$ cat src/rtl/jesd204b_dl_pkg.sv
// Shared JESD204B data-link definitions: link-state encoding, control characters
// and the SYNC~ resync threshold calculation.
package jesd204b_dl_pkg;

    typedef enum logic [1:0] {
        LS_DISABLED = 2'b00,
        LS_CGS      = 2'b01,
        LS_ILAS     = 2'b10,
        LS_DATA     = 2'b11
    } link_state_e;

    localparam logic [7:0] K28_5  = 8'hBC;  // /K/ comma
    localparam logic [7:0] ILAS_R = 8'h1C;  // /R/ multiframe start (K28.0)
    localparam logic [7:0] ILAS_A = 8'h7C;  // /A/ multiframe end (K28.3)
    localparam logic [7:0] ILAS_Q = 8'h9C;  // /Q/ config start (K28.4)

    // A SYNC~ low longer than 5 frames + 9 octets is a resync request, in clk beats.
    function automatic int unsigned resync_cycles(input int unsigned octets_per_fr,
                                                  input int unsigned octet_per_sent);
        return (5 * octets_per_fr + 9 + octet_per_sent - 1) / octet_per_sent;
    endfunction

endpackage

$ cat src/rtl/jesd204b_dl_tx_link_ctrl_if.sv
// Control/status bundle between the link controller and its environment.
interface jesd204b_dl_tx_link_ctrl_if;
    logic       enable;
    logic       sync_n;
    logic       lmfc;
    logic [1:0] link_state;
    logic       cgs_en;
    logic       ilas_en;
    logic       data_en;
    logic [3:0] ilas_mf;
    logic       ilas_cfg;
    logic       mark_start;
    logic       err_report;
    logic       resync_evt;
    logic [7:0] err_count;

    modport master (
        output enable, sync_n, lmfc,
        input  link_state, cgs_en, ilas_en, data_en, ilas_mf, ilas_cfg,
               mark_start, err_report, resync_evt, err_count
    );

    modport slave (
        input  enable, sync_n, lmfc,
        output link_state, cgs_en, ilas_en, data_en, ilas_mf, ilas_cfg,
               mark_start, err_report, resync_evt, err_count
    );
endinterface

$ cat src/rtl/jesd204b_dl_sync_monitor.sv
// SYNC~ monitor: registers SYNC~, measures low pulses while the link is up and
// classifies them as error reports (short) or resync requests (long).
module jesd204b_dl_sync_monitor #(
    parameter int unsigned RESYNC_CYCLES = 9
) (
    input  logic       clk,
    input  logic       reset,
    input  logic       sync_n,
    input  logic       active,
    output logic       sync_q,
    output logic       resync_c,
    output logic       err_report,
    output logic       resync_evt,
    output logic [7:0] err_count
);

    localparam int unsigned CNT_W = $clog2(RESYNC_CYCLES + 1);

    logic [CNT_W-1:0] low_cnt;
    logic             err_c;

    // Resync fires on the beat that would bring low_cnt to the threshold.
    assign resync_c = active && !sync_q && (low_cnt == CNT_W'(RESYNC_CYCLES - 1));
    assign err_c    = active && sync_q && (low_cnt != '0)
                      && (low_cnt < CNT_W'(RESYNC_CYCLES));

    always_ff @(posedge clk) begin
        if (reset) begin
            sync_q     <= 1'b1;
            low_cnt    <= '0;
            err_report <= 1'b0;
            resync_evt <= 1'b0;
            err_count  <= 8'd0;
        end else begin
            sync_q     <= sync_n;
            err_report <= err_c;
            resync_evt <= resync_c;
            if (!active || sync_q || resync_c) begin
                low_cnt <= '0;
            end else if (low_cnt < CNT_W'(RESYNC_CYCLES)) begin
                low_cnt <= low_cnt + CNT_W'(1);
            end
            if (err_c && (err_count != 8'hFF)) begin
                err_count <= err_count + 8'd1;
            end
        end
    end

endmodule

$ cat src/rtl/jesd204b_dl_tx_link_ctrl.sv
// JESD204B transmit link-state controller: CGS -> ILAS -> DATA sequencing driven
// by SYNC~ and the LMFC pulse, with resync and disable handling.
module jesd204b_dl_tx_link_ctrl
    import jesd204b_dl_pkg::*;
#(
    parameter int unsigned OCTETS_PER_FR  = 5,
    parameter int unsigned FRAMES_PER_MF  = 5,
    parameter int unsigned ILAS_MF        = 4,
    parameter int unsigned OCTET_PER_SENT = 4
) (
    input logic                        clk,
    input logic                        reset,
    jesd204b_dl_tx_link_ctrl_if.slave  bus
);

    localparam int unsigned RESYNC_CYCLES = resync_cycles(OCTETS_PER_FR, OCTET_PER_SENT);

    if (OCTETS_PER_FR < 1 || OCTETS_PER_FR > 256 || FRAMES_PER_MF < 1
        || ILAS_MF < 1 || ILAS_MF > 15 || OCTET_PER_SENT < 1) begin : g_bad_param
        $error("jesd204b_dl_tx_link_ctrl: parameter out of range");
    end

    link_state_e state, state_d;
    logic [3:0]  ilas_mf_d;
    logic        mark_d;
    logic        sync_q;
    logic        resync_c;
    logic        active;

    assign active = bus.enable && ((state == LS_ILAS) || (state == LS_DATA));

    jesd204b_dl_sync_monitor #(
        .RESYNC_CYCLES (RESYNC_CYCLES)
    ) u_sync_monitor (
        .clk        (clk),
        .reset      (reset),
        .sync_n     (bus.sync_n),
        .active     (active),
        .sync_q     (sync_q),
        .resync_c   (resync_c),
        .err_report (bus.err_report),
        .resync_evt (bus.resync_evt),
        .err_count  (bus.err_count)
    );

    // State register; every output is registered from the next-state values.
    always_ff @(posedge clk) begin
        if (reset) begin
            state          <= LS_DISABLED;
            bus.link_state <= 2'b00;
            bus.cgs_en     <= 1'b0;
            bus.ilas_en    <= 1'b0;
            bus.data_en    <= 1'b0;
            bus.ilas_mf    <= 4'd0;
            bus.ilas_cfg   <= 1'b0;
            bus.mark_start <= 1'b0;
        end else begin
            state          <= state_d;
            bus.link_state <= state_d;
            bus.cgs_en     <= (state_d == LS_CGS);
            bus.ilas_en    <= (state_d == LS_ILAS);
            bus.data_en    <= (state_d == LS_DATA);
            bus.ilas_mf    <= ilas_mf_d;
            bus.ilas_cfg   <= (state_d == LS_ILAS) && (ilas_mf_d == 4'd1);
            bus.mark_start <= mark_d;
        end
    end

    // Next-state logic; disable outranks everything, resync outranks LMFC.
    always_comb begin
        state_d   = state;
        ilas_mf_d = bus.ilas_mf;
        mark_d    = 1'b0;
        if (!bus.enable) begin
            state_d   = LS_DISABLED;
            ilas_mf_d = 4'd0;
        end else begin
            case (state)
                LS_DISABLED: state_d = LS_CGS;
                LS_CGS: begin
                    if (sync_q && bus.lmfc) begin
                        state_d   = LS_ILAS;
                        ilas_mf_d = 4'd0;
                        mark_d    = 1'b1;
                    end
                end
                LS_ILAS: begin
                    if (resync_c) begin
                        state_d   = LS_CGS;
                        ilas_mf_d = 4'd0;
                    end else if (bus.lmfc) begin
                        if (bus.ilas_mf == 4'(ILAS_MF - 1)) begin
                            state_d   = LS_DATA;
                            ilas_mf_d = 4'd0;
                        end else begin
                            ilas_mf_d = bus.ilas_mf + 4'd1;
                        end
                    end
                end
                LS_DATA: begin
                    if (resync_c) begin
                        state_d   = LS_CGS;
                        ilas_mf_d = 4'd0;
                    end
                end
                default: state_d = LS_DISABLED;
            endcase
        end
    end

endmodule

$ cat src/flat_wrapper.sv
// flat-port wrapper written by rule: the top's interface ports become plain ports
module jesd204b_dl_tx_link_ctrl_flat import jesd204b_dl_pkg::*;
#(
    parameter int unsigned OCTETS_PER_FR  = 5,
    parameter int unsigned FRAMES_PER_MF  = 5,
    parameter int unsigned ILAS_MF        = 4,
    parameter int unsigned OCTET_PER_SENT = 4
)
  (clk, reset, bus_enable, bus_sync_n, bus_lmfc, bus_link_state, bus_cgs_en, bus_ilas_en, bus_data_en, bus_ilas_mf, bus_ilas_cfg, bus_mark_start, bus_err_report, bus_resync_evt, bus_err_count);
  jesd204b_dl_tx_link_ctrl_if bus_i ();
  input logic clk;
  input logic reset;
  input wire logic [$bits(bus_i.enable)-1:0] bus_enable;
  input wire logic [$bits(bus_i.sync_n)-1:0] bus_sync_n;
  input wire logic [$bits(bus_i.lmfc)-1:0] bus_lmfc;
  output wire logic [$bits(bus_i.link_state)-1:0] bus_link_state;
  output wire logic [$bits(bus_i.cgs_en)-1:0] bus_cgs_en;
  output wire logic [$bits(bus_i.ilas_en)-1:0] bus_ilas_en;
  output wire logic [$bits(bus_i.data_en)-1:0] bus_data_en;
  output wire logic [$bits(bus_i.ilas_mf)-1:0] bus_ilas_mf;
  output wire logic [$bits(bus_i.ilas_cfg)-1:0] bus_ilas_cfg;
  output wire logic [$bits(bus_i.mark_start)-1:0] bus_mark_start;
  output wire logic [$bits(bus_i.err_report)-1:0] bus_err_report;
  output wire logic [$bits(bus_i.resync_evt)-1:0] bus_resync_evt;
  output wire logic [$bits(bus_i.err_count)-1:0] bus_err_count;
  assign bus_i.enable = bus_enable;
  assign bus_i.sync_n = bus_sync_n;
  assign bus_i.lmfc = bus_lmfc;
  assign bus_link_state = bus_i.link_state;
  assign bus_cgs_en = bus_i.cgs_en;
  assign bus_ilas_en = bus_i.ilas_en;
  assign bus_data_en = bus_i.data_en;
  assign bus_ilas_mf = bus_i.ilas_mf;
  assign bus_ilas_cfg = bus_i.ilas_cfg;
  assign bus_mark_start = bus_i.mark_start;
  assign bus_err_report = bus_i.err_report;
  assign bus_resync_evt = bus_i.resync_evt;
  assign bus_err_count = bus_i.err_count;
  jesd204b_dl_tx_link_ctrl #(.OCTETS_PER_FR(OCTETS_PER_FR), .FRAMES_PER_MF(FRAMES_PER_MF), .ILAS_MF(ILAS_MF), .OCTET_PER_SENT(OCTET_PER_SENT)) u_core (.clk(clk), .reset(reset), .bus(bus_i));
endmodule
$ cat config.mk
export PLATFORM = sky130hd
export DESIGN_NAME = jesd204b_dl_tx_link_ctrl_flat
export DESIGN_NICKNAME = d
export VERILOG_FILES = /design/src/rtl/jesd204b_dl_pkg.sv /design/src/rtl/jesd204b_dl_tx_link_ctrl_if.sv /design/src/rtl/jesd204b_dl_sync_monitor.sv /design/src/rtl/jesd204b_dl_tx_link_ctrl.sv /design/src/flat_wrapper.sv
export SDC_FILE = /design/constraint.sdc
export NUM_CORES = 1
export LEC_CHECK = 0
export ABC_AREA = 1
export ABC_CLOCK_PERIOD_IN_PS = 1600
export CORE_UTILIZATION = 50
export CTS_CLUSTER_SIZE = 12
export DETAILED_ROUTE_END_ITERATION = 12
export MAX_ROUTING_LAYER = met4
export PLACE_DENSITY_LB_ADDON = 0.1
export SETUP_SLACK_MARGIN = 0.5
export SYNTH_ARGS = -nofsm -noshare
export SYNTH_HDL_FRONTEND = slang
export SYNTH_SLANG_ARGS = --single-unit
$ cat constraint.sdc
create_clock -name clk -period 1.6 [get_ports clk]
set_input_delay 0.24 -clock clk [delete_from_list [all_inputs] [get_ports clk]]
set_output_delay 0.24 -clock clk [all_outputs]
set_load 0.05 [all_outputs]
==> results of run 1 <==
-- sequential cells by signal, indices dropped and copies added, names as in the netlist --
name	count
u_core.u_sync_monitor.err_report	1
u_core.u_sync_monitor.sync_q	1
u_core.bus.mark_start	1
u_core.bus.ilas_mf	4
u_core.bus.ilas_en	1
u_core.u_sync_monitor.low_cnt	4
u_core.u_sync_monitor.resync_evt	1
u_core.bus.ilas_cfg	1
u_core.bus.data_en	1
u_core.u_sync_monitor.err_count	8
u_core.bus.cgs_en	1
u_core.bus.link_state	2
-- worst max-delay path: stages (launching register included) --
cell     delay, ps
dfxtp_2        350
inv_2           70
ha_4           150
nand2_4         70
nor2_4         120
nand2_4        100
nand2_2        100
nand2_4         80
o21ai_2         70
a21oi_2         70
and2_1         160
-- per-layer routing --
metal  up-vias  part of all wire
li1        672                 -
met2        33              0.53
met3        10             0.032
met4         0             0.024
met5         -                 0
met1       656              0.41
-- final timing paths --
path,from,endpoint,cells past startpoint
max,u_core.u_sync_monitor.low_cnt[0],u_core.bus.ilas_mf[3],10
min,bus_lmfc,u_core.bus.mark_start,3
max reg2reg,u_core.u_sync_monitor.low_cnt[0],u_core.bus.ilas_mf[3],10
min reg2reg,u_core.u_sync_monitor.low_cnt[1],u_core.u_sync_monitor.low_cnt[1],2
-- where the power goes --
| part | leakage, uW | internal [uW] | total, uW | switching, uW |
|---|---|---|---|---|
| clock | 0.0000210 | 139 | 328 | 189 |
| combinational | 0.000678 | 48.7 | 123 | 74.6 |
| sequential | 0.000222 | 640 | 649 | 9.75 |
-- metrics by stage --
stage	setup TNS, ps	setup slack [ps]
3_3_place_gp	-795	-161
6_report	0	154
2_1_floorplan	0	262
3_5_place_dp	-1140	-210
5_1_grt	0	83.3
4_1_cts	0	199
-- cell type report --
type	instances	area share
multi-input combinational	128	0.423
sequential	26	0.274
timing repair buffer	43	0.219
inverter	25	0.0483
tap	30	0.0181
clock buffer	4	0.0175
-- synthesized netlist by cell type, types with 2 or more instances --
cell	count
inv_2	2
ha_1	4
nand2_1	44
xnor2_1	2
nand3_1	11
nor2_1	18
nand4_1	2
o21ai_0	3
inv_1	21
nand3_4	2
o21ai_1	2
nand2_2	5
xor2_1	4
dfxtp_1	26
nor2_2	4
nor3_1	3
a21oi_1	15
-- placed cells by master, fill, tap and decap left out, types with 2 or more instances in the layout --
| cell | n |
|---|---|
| a21oi_1 | 10 |
| a21oi_2 | 5 |
| buf_4 | 12 |
| buf_6 | 21 |
| buf_8 | 6 |
| clkbuf_4 | 3 |
| clkdlybuf4s50_1 | 2 |
| dfxtp_1 | 7 |
| dfxtp_2 | 9 |
| dfxtp_4 | 10 |
| dlygate4sd2_1 | 2 |
| ha_4 | 3 |
| inv_1 | 17 |
| inv_2 | 6 |
| nand2_1 | 28 |
| nand2_2 | 15 |
| nand2_4 | 6 |
| nand3_1 | 11 |
| nand3_4 | 3 |
| nand4_1 | 2 |
| nor2_1 | 16 |
| nor2_2 | 4 |
| nor2_4 | 3 |
| o21ai_0 | 3 |
| xor2_1 | 4 |
-- timing repair --
action / in CTS / in global routing
endpoints found under the setup margin: 36 / 46
pin swaps: 6 / 8
resized for setup: 30 / 46
gates cloned: 1 / 0
buffers inserted: 5 / 6
-- cell families after synthesis --
logic type      share of synthesized area
compound gates                      0.102
xor+xnor                           0.0402
fa+ha+maj                          0.0383
buf+inv                            0.0785
flops                               0.398
simple gates                        0.343
==> impl_summary.md, run 1 <==
STA
Final hold analysis gives a worst-case slack of 468 ps. Measured against its own limit, the worst slew margin works out to 0.813. The final number of max-transition violations is 0. Timing would allow up to 692 MHz. The clock tree skew after final layout is 3.38 ps. The transition time at the pin with the least slew margin is 281 ps.

The clock period could shrink to 1450 ps. The final-report hold violation count was 0. The final period utilization is 0.903. Setup repair after global routing could not meet its margin everywhere. Setup violations remaining at the end of the flow were counted as 0.

Clock tree
Counting along the longest clock path gives a buffer depth of 2. The buffer cell driving the clock tree root is clkbuf_4. The number of buffers inserted during clock tree synthesis is 3. The number of hold buffers added after CTS was 0.

The clock network latency to the later pin of the worst-skew pair is 310 ps. The clock drives 26 sinks. The number of H-tree levels is 1. The clock edge transition at the registers on the reported setup and hold paths is 140 ps. The CTS tree is built.

Flow run
The max-capacitance violation count is 0.

Status
The run finished with clean final reports.

Routing
The routed via count is 1371. After detailed routing, the number of vias per cell comes to 5.36. The detailed router's first-iteration violation count is 33.

The number of iterations in the first detailed-routing pass is 4. The total wirelength of the detailed-routed design is 3.60 mm. The DRC violation count after routing is 0.

The post-detailed-route wirelength per cell is 14.1 um. The number of nets with antenna violations after detailed routing is 0.

Worst setup path
The required time at the endpoint of the critical path is 1820 ps. The data arrival time of the worst path is 1670 ps. The worst setup path is captured at a flop. Setup slack on the worst reg-to-reg path comes out at 150 ps. The critical path is of the flop to flop type. STA classifies the critical path startpoint as a flop. The maximum fanout along the worst path is 5.

Finish
The final core area utilization is 0.837. The finished cells cover 2070 sq um. Leaving out filler cells and counting taps, the final layout contains 256. The count of inserted antenna diode cells is 0. The fill cell total of the finished layout is 151. The area growth from synthesis to final layout is 58.7%. Summing all flip-flop and latch instances after layout gives 569 sq um. The number of nets in the final layout is 236.

Of the cells placed in the final design, the portion with a size suffix greater than 1 is 0.518. In the final layout, the multi-input gates occupy 877 sq um.

Synth
The count of cell types in the netlist is 28. The post-synthesis instance area is 1310 sq um. The number of synthesis warnings is 0. The number of nets in the synthesized netlist is 188. The number of flops mapped to enable cells by yosys is 0. By area the synthesized netlist is led by dfxtp_1, nand2_1, inv_1, a21oi_1, nor2_1. Of the post-synthesis cell area, the dominant cell type holds 0.398. The largest area contributor in the netlist is dfxtp_1. The part of the Yosys area used for sequential elements is 0.398.

After technology mapping, the gate count stands at 179. The async set or reset register ratio after synthesis is 0. After synthesis the netlist holds a flip-flop and latch count of 26.

The most used flip-flop cell after synthesis is dfxtp_1. The synthesized area per cell is 7.30 sq um.

GRT
For this run, the total global-route usage over all layers was measured as 0.235. The number of antenna violations at the first check in global routing is 0. The met1 demand-to-capacity share in global routing is 0.247.

Entering global routing, the biggest net connects 15 pins. The global routing stage identified its most utilized layer as met2. For met2 alone, demand over resource in global routing was 0.458. The remaining global-route overflow is 0. The met3 usage in global routing is 0.0259.

The first global-routing pass estimated 4.80 mm of wire. The number of global-route vias before repair was 1202.

Floorplan
The full die area is 2820 sq um. The row count is 18. The height of the die is 53.1 um. The die span in x is 53.1 um. The placeable core region is 2480 sq um. The initial core utilization is 0.528.

In this run the count of I/O pins placed on the die edge is 26.

Placement
The placed standard-cell area is 1690 sq um. In this run, placement finished with an instance count of 240. The total of buffers placed on input and output ports is 25. After legalization and detailed placement, the total HPWL measured 2.21 mm. The weighted congestion at the end of routability-driven global placement is 0.864.

Min path
The type of the worst min-delay path is primary input to flop.

Power and ir drop
In this run the static leakage power is 0.000921 uW. The design draws 1100 uW. Across the VDD grid, the largest voltage drop is 459 uV. The power per cell area is 531 nW/um^2.
Power figures use the tool's default switching activity.
==> run 2, diff against run 1 <==
--- a/config.mk
+++ b/config.mk
@@ -8,7 +8,7 @@
 export ABC_AREA = 1
 export ABC_CLOCK_PERIOD_IN_PS = 1600
 export CORE_UTILIZATION = 50
-export CTS_CLUSTER_SIZE = 12
+export CTS_CLUSTER_SIZE = 24
 export DETAILED_ROUTE_END_ITERATION = 12
 export MAX_ROUTING_LAYER = met4
 export PLACE_DENSITY_LB_ADDON = 0.1
==> results of run 2 <==
Same layout as run 1: the final DEF is identical, and so are final timing and power.
==> run 3, diff against run 2 <==
--- a/config.mk
+++ b/config.mk
@@ -6,12 +6,12 @@
 export NUM_CORES = 1
 export LEC_CHECK = 0
 export ABC_AREA = 1
-export ABC_CLOCK_PERIOD_IN_PS = 1600
-export CORE_UTILIZATION = 50
+export ABC_CLOCK_PERIOD_IN_PS = 1700
+export CORE_UTILIZATION = 54
 export CTS_CLUSTER_SIZE = 24
 export DETAILED_ROUTE_END_ITERATION = 12
 export MAX_ROUTING_LAYER = met4
-export PLACE_DENSITY_LB_ADDON = 0.1
+export PLACE_DENSITY = 0.93
 export SETUP_SLACK_MARGIN = 0.5
 export SYNTH_ARGS = -nofsm -noshare
 export SYNTH_HDL_FRONTEND = slang
==> constraint.sdc (replaced) <==
create_clock -name clk -period 1.7 [get_ports clk]
set_input_delay 0.255 -clock clk [delete_from_list [all_inputs] [get_ports clk]]
set_output_delay 0.255 -clock clk [all_outputs]
set_load 0.05 [all_outputs]
==> run 3 against run 2 <==
Design area increased by 3.8%. Worst setup slack about the same. Sequential power decreased by 5.4%. Die area decreased by 7.1%. Critical path type unchanged. Highest routed layer unchanged.
==> impl_summary.md, run 3 (synthesis gave the netlist of run 1 again) <==
Worst setup path
The largest incremental delay on the critical path is 390 ps (+40 ps). The classification of the worst setup path is flop to flop. The startpoint identified for the worst register-to-register timing path is u_core.u_sync_monitor.low_cnt[0]. The endpoint of the worst register-to-register path is u_core.bus.ilas_cfg. The kind of end point of the critical path is a flop.

The required time at the endpoint of the critical path was 1990 ps (+170 ps). The data arrival time of the worst path came to 1830 ps (+160 ps). The reg-to-reg setup timing slack is 150 ps (about the same). The cell depth of the worst flop-to-flop path came to 11 (+1). The signal on the critical path passes through inv_2, ha_4, nand2_4, nor2_4, nand2_4, nand2_2, nor2_4, nand2_4, nor2_4, nand3_1, nor2_1. The startpoint class of the critical path is a flop. The maximum fanout along the worst path is 5 (unchanged). The library cell contributing the largest single delay on the critical path is dfxtp_2.

Placement
The placed standard-cell area is 1680 sq um (-0.59%). The pre-CTS worst setup slack came to -89.3 ps (+121 ps). The total of buffers placed on input and output ports is 25 (unchanged). The weighted congestion at the end of routability-driven global placement is 0.890 (+3.0%).

The HPWL after detailed placement is 2.37 mm (+7.5%).

Floorplan
The height of the die is 51.2 um (-3.6%). The placeable core region was 2250 sq um (-9.0%). The initial core utilization is 0.580 (+0.0521). The full die area is 2620 sq um (-7.1%).

The row count is 17 (-1). The die span in x is 51.2 um (-3.6%). The top-level port count is 26 (unchanged).

Flow run
The max-capacitance violation count is 0 (unchanged).

Routing
The number of iterations in the first detailed-routing pass was 5 (+1). The mean number of vias per cell is 6.07 (+13%). The detailed router's first-iteration violation count is 120 (+260%). The total wirelength of the detailed-routed design is 5.49 mm (+52%). The DRC violation count after routing is 0 (unchanged). The routed via count is 1583 (+15%). The number of nets with antenna violations after detailed routing is 0 (unchanged).

The post-detailed-route wirelength per cell came to 21.0 um (+49%).

GRT
The number of global-route vias before repair is 1392 (+16%). The met1 demand-to-capacity share in global routing is 0.322 (+0.0749). The layer flagged by global routing as most heavily used is met2. The remaining global-route overflow is 0 (unchanged).

The met2 capacity usage during global routing came to 0.590 (+0.132). The met3 usage in global routing came to 0.0744 (+0.0485). The global-route wire length before repair was 6.13 mm (+28%).

The number of antenna violations at the first check in global routing is 0 (unchanged). The pin count of the biggest net entering global routing is 16 (+1). The overall routing resource usage is 0.333 (+0.0981).

Power and ir drop
The power per cell area was 521 nW/um^2 (-1.7%). The power after layout was 1120 uW (+2.0%). The static leakage power is 0.00100 uW (+8.9%).

The peak ir drop on the vdd network is 742 uV (+62%).

STA
The number of setup violations in the final report is 0 (unchanged). The clock tree skew after final layout is 12.4 ps (+9.05 ps). The tightest slew margin relative to the limit is 0.732 (-0.0808).

The maximum clock frequency came to 647 MHz (-6.5%). Setup repair after global routing could not meet its margin everywhere. The worst setup slack after layout is 154 ps (-0.343 ps). The final period utilization is 0.909 (+0.00588). The final number of max-transition violations was 0 (unchanged). The final critical-path required period came to 1550 ps (+100 ps). The worst hold slack across all endpoints came to 304 ps (-164 ps).

The transition time at the pin with the least slew margin is 401 ps (+120 ps). The final-report hold violation count came to 0 (unchanged).

Clock tree
The number of H-tree levels came to 1 (unchanged). The total number of clock tree sinks is 26 (unchanged). The number of buffers inserted during clock tree synthesis came to 3 (unchanged).

The clock network latency to the later pin of the worst-skew pair is 350 ps (+40 ps). The root buffer cell chosen for the clock tree is clkbuf_4. The maximum buffer depth of the clock tree was 2 (unchanged). The CTS tree is built. The clock edge transition at the registers on the reported setup and hold paths is 150 ps (about the same).

Finish
In the final layout, the registers with the most flip-flops are u_core.u_sync_monitor.err_count: 8 flops, u_core.bus.ilas_mf: 4 flops, u_core.u_sync_monitor.low_cnt: 4 flops. The area growth from synthesis to final layout is 64.7%. The share of post-route cells with drive strength above 1 is 0.575 (+0.0574). The top cell types in the final layout, fill and taps aside, are buf_4, nand2_1, inv_1, buf_6. Leaving out fill and tap cells, the most frequent cell in the layout is buf_4. The post-route standard cell area excluding fillers is 2150 sq um (+3.8%). The number of nets in the final layout came to 243 (+3.0%). The register containing the most flip-flops in the final layout is u_core.u_sync_monitor.err_count.

The count of inserted antenna diode cells came to 0 (unchanged). The fill cell total of the finished layout was 61 (-60%). The number of flip-flops under the largest register name is 8 (unchanged).

Min path
The source of the worst hold timing path is bus_lmfc. The worst hold path stage count is 3 (unchanged). The worst hold path belongs to the class primary input to flop. For hold timing, the worst endpoint is u_core.bus.mark_start.

Status
The flow ran to the end, and the final reports show no timing, DRC or antenna violations.
run 3: worst max path at each step:
stage	start	end	slack [ps]	cells after the start
2_1_floorplan	u_core.u_sync_monitor.err_count[0]	u_core.u_sync_monitor.err_count[1]	360	8
3_3_place_gp	bus_enable	u_core.bus.ilas_mf[3]	20	9
3_5_place_dp	bus_enable	u_core.bus.ilas_mf[3]	-90	9
4_1_cts	u_core.u_sync_monitor.low_cnt[0]	u_core.bus.ilas_cfg	310	11
5_1_grt	u_core.u_sync_monitor.low_cnt[0]	u_core.bus.ilas_cfg	90	11
6_report	u_core.u_sync_monitor.low_cnt[0]	u_core.bus.ilas_cfg	150	11
run 3: power by group:
part | total, uW | switching (uW) | internal [uW]
registers | 614 | 10.3 | 603
clock network | 384 | 204 | 180
logic | 125 | 82.4 | 42.7
total | 1120 | 296 | 827
run 3: stage by stage:
step | std cells | utilization | TNS, ps
floorplan | 179 | - | 0
global placement | 237 | 0.744 | 0
detailed placement | 237 | 0.744 | -577
CTS | 253 | 0.837 | 0
global route | 261 | 0.955 | 0
finish | 261 | 0.955 | 0
run 3: metal layers:
metal | wire, um | up-vias | share of wire
met5 | 0 | - | 0
li1 | - | 677 | -
met4 | 305 | 0 | 0.056
met3 | 574 | 36 | 0.10
met1 | 1960 | 727 | 0.36
met2 | 2650 | 143 | 0.48
run 3: repair_timing:
action                     in CTS  in global routing
buffers inserted               11                  8
setup endpoints to repair      23                 36
gates cloned                    1                  0
pin swaps                       8                 16
resized for setup              23                 65
hold buffers                    0                  0
run 3: final cells by class:
cell class                 instances  area, sq um  area share
clock buffer                       4         47.5      0.0221
inverter                          25          105      0.0488
multi-input combinational        128          948       0.440
sequential                        26          567       0.263
tap                               28         35.0      0.0163
timing repair buffer              50          450       0.209
run 3: critical path: cells and delay by family, from the launching register on:
family	cells	cell delay [ps]
adder cells (fa/ha/maj)	1	170
AND/OR/NAND/NOR	9	870
flip-flops	1	390
buffers and inverters	1	50
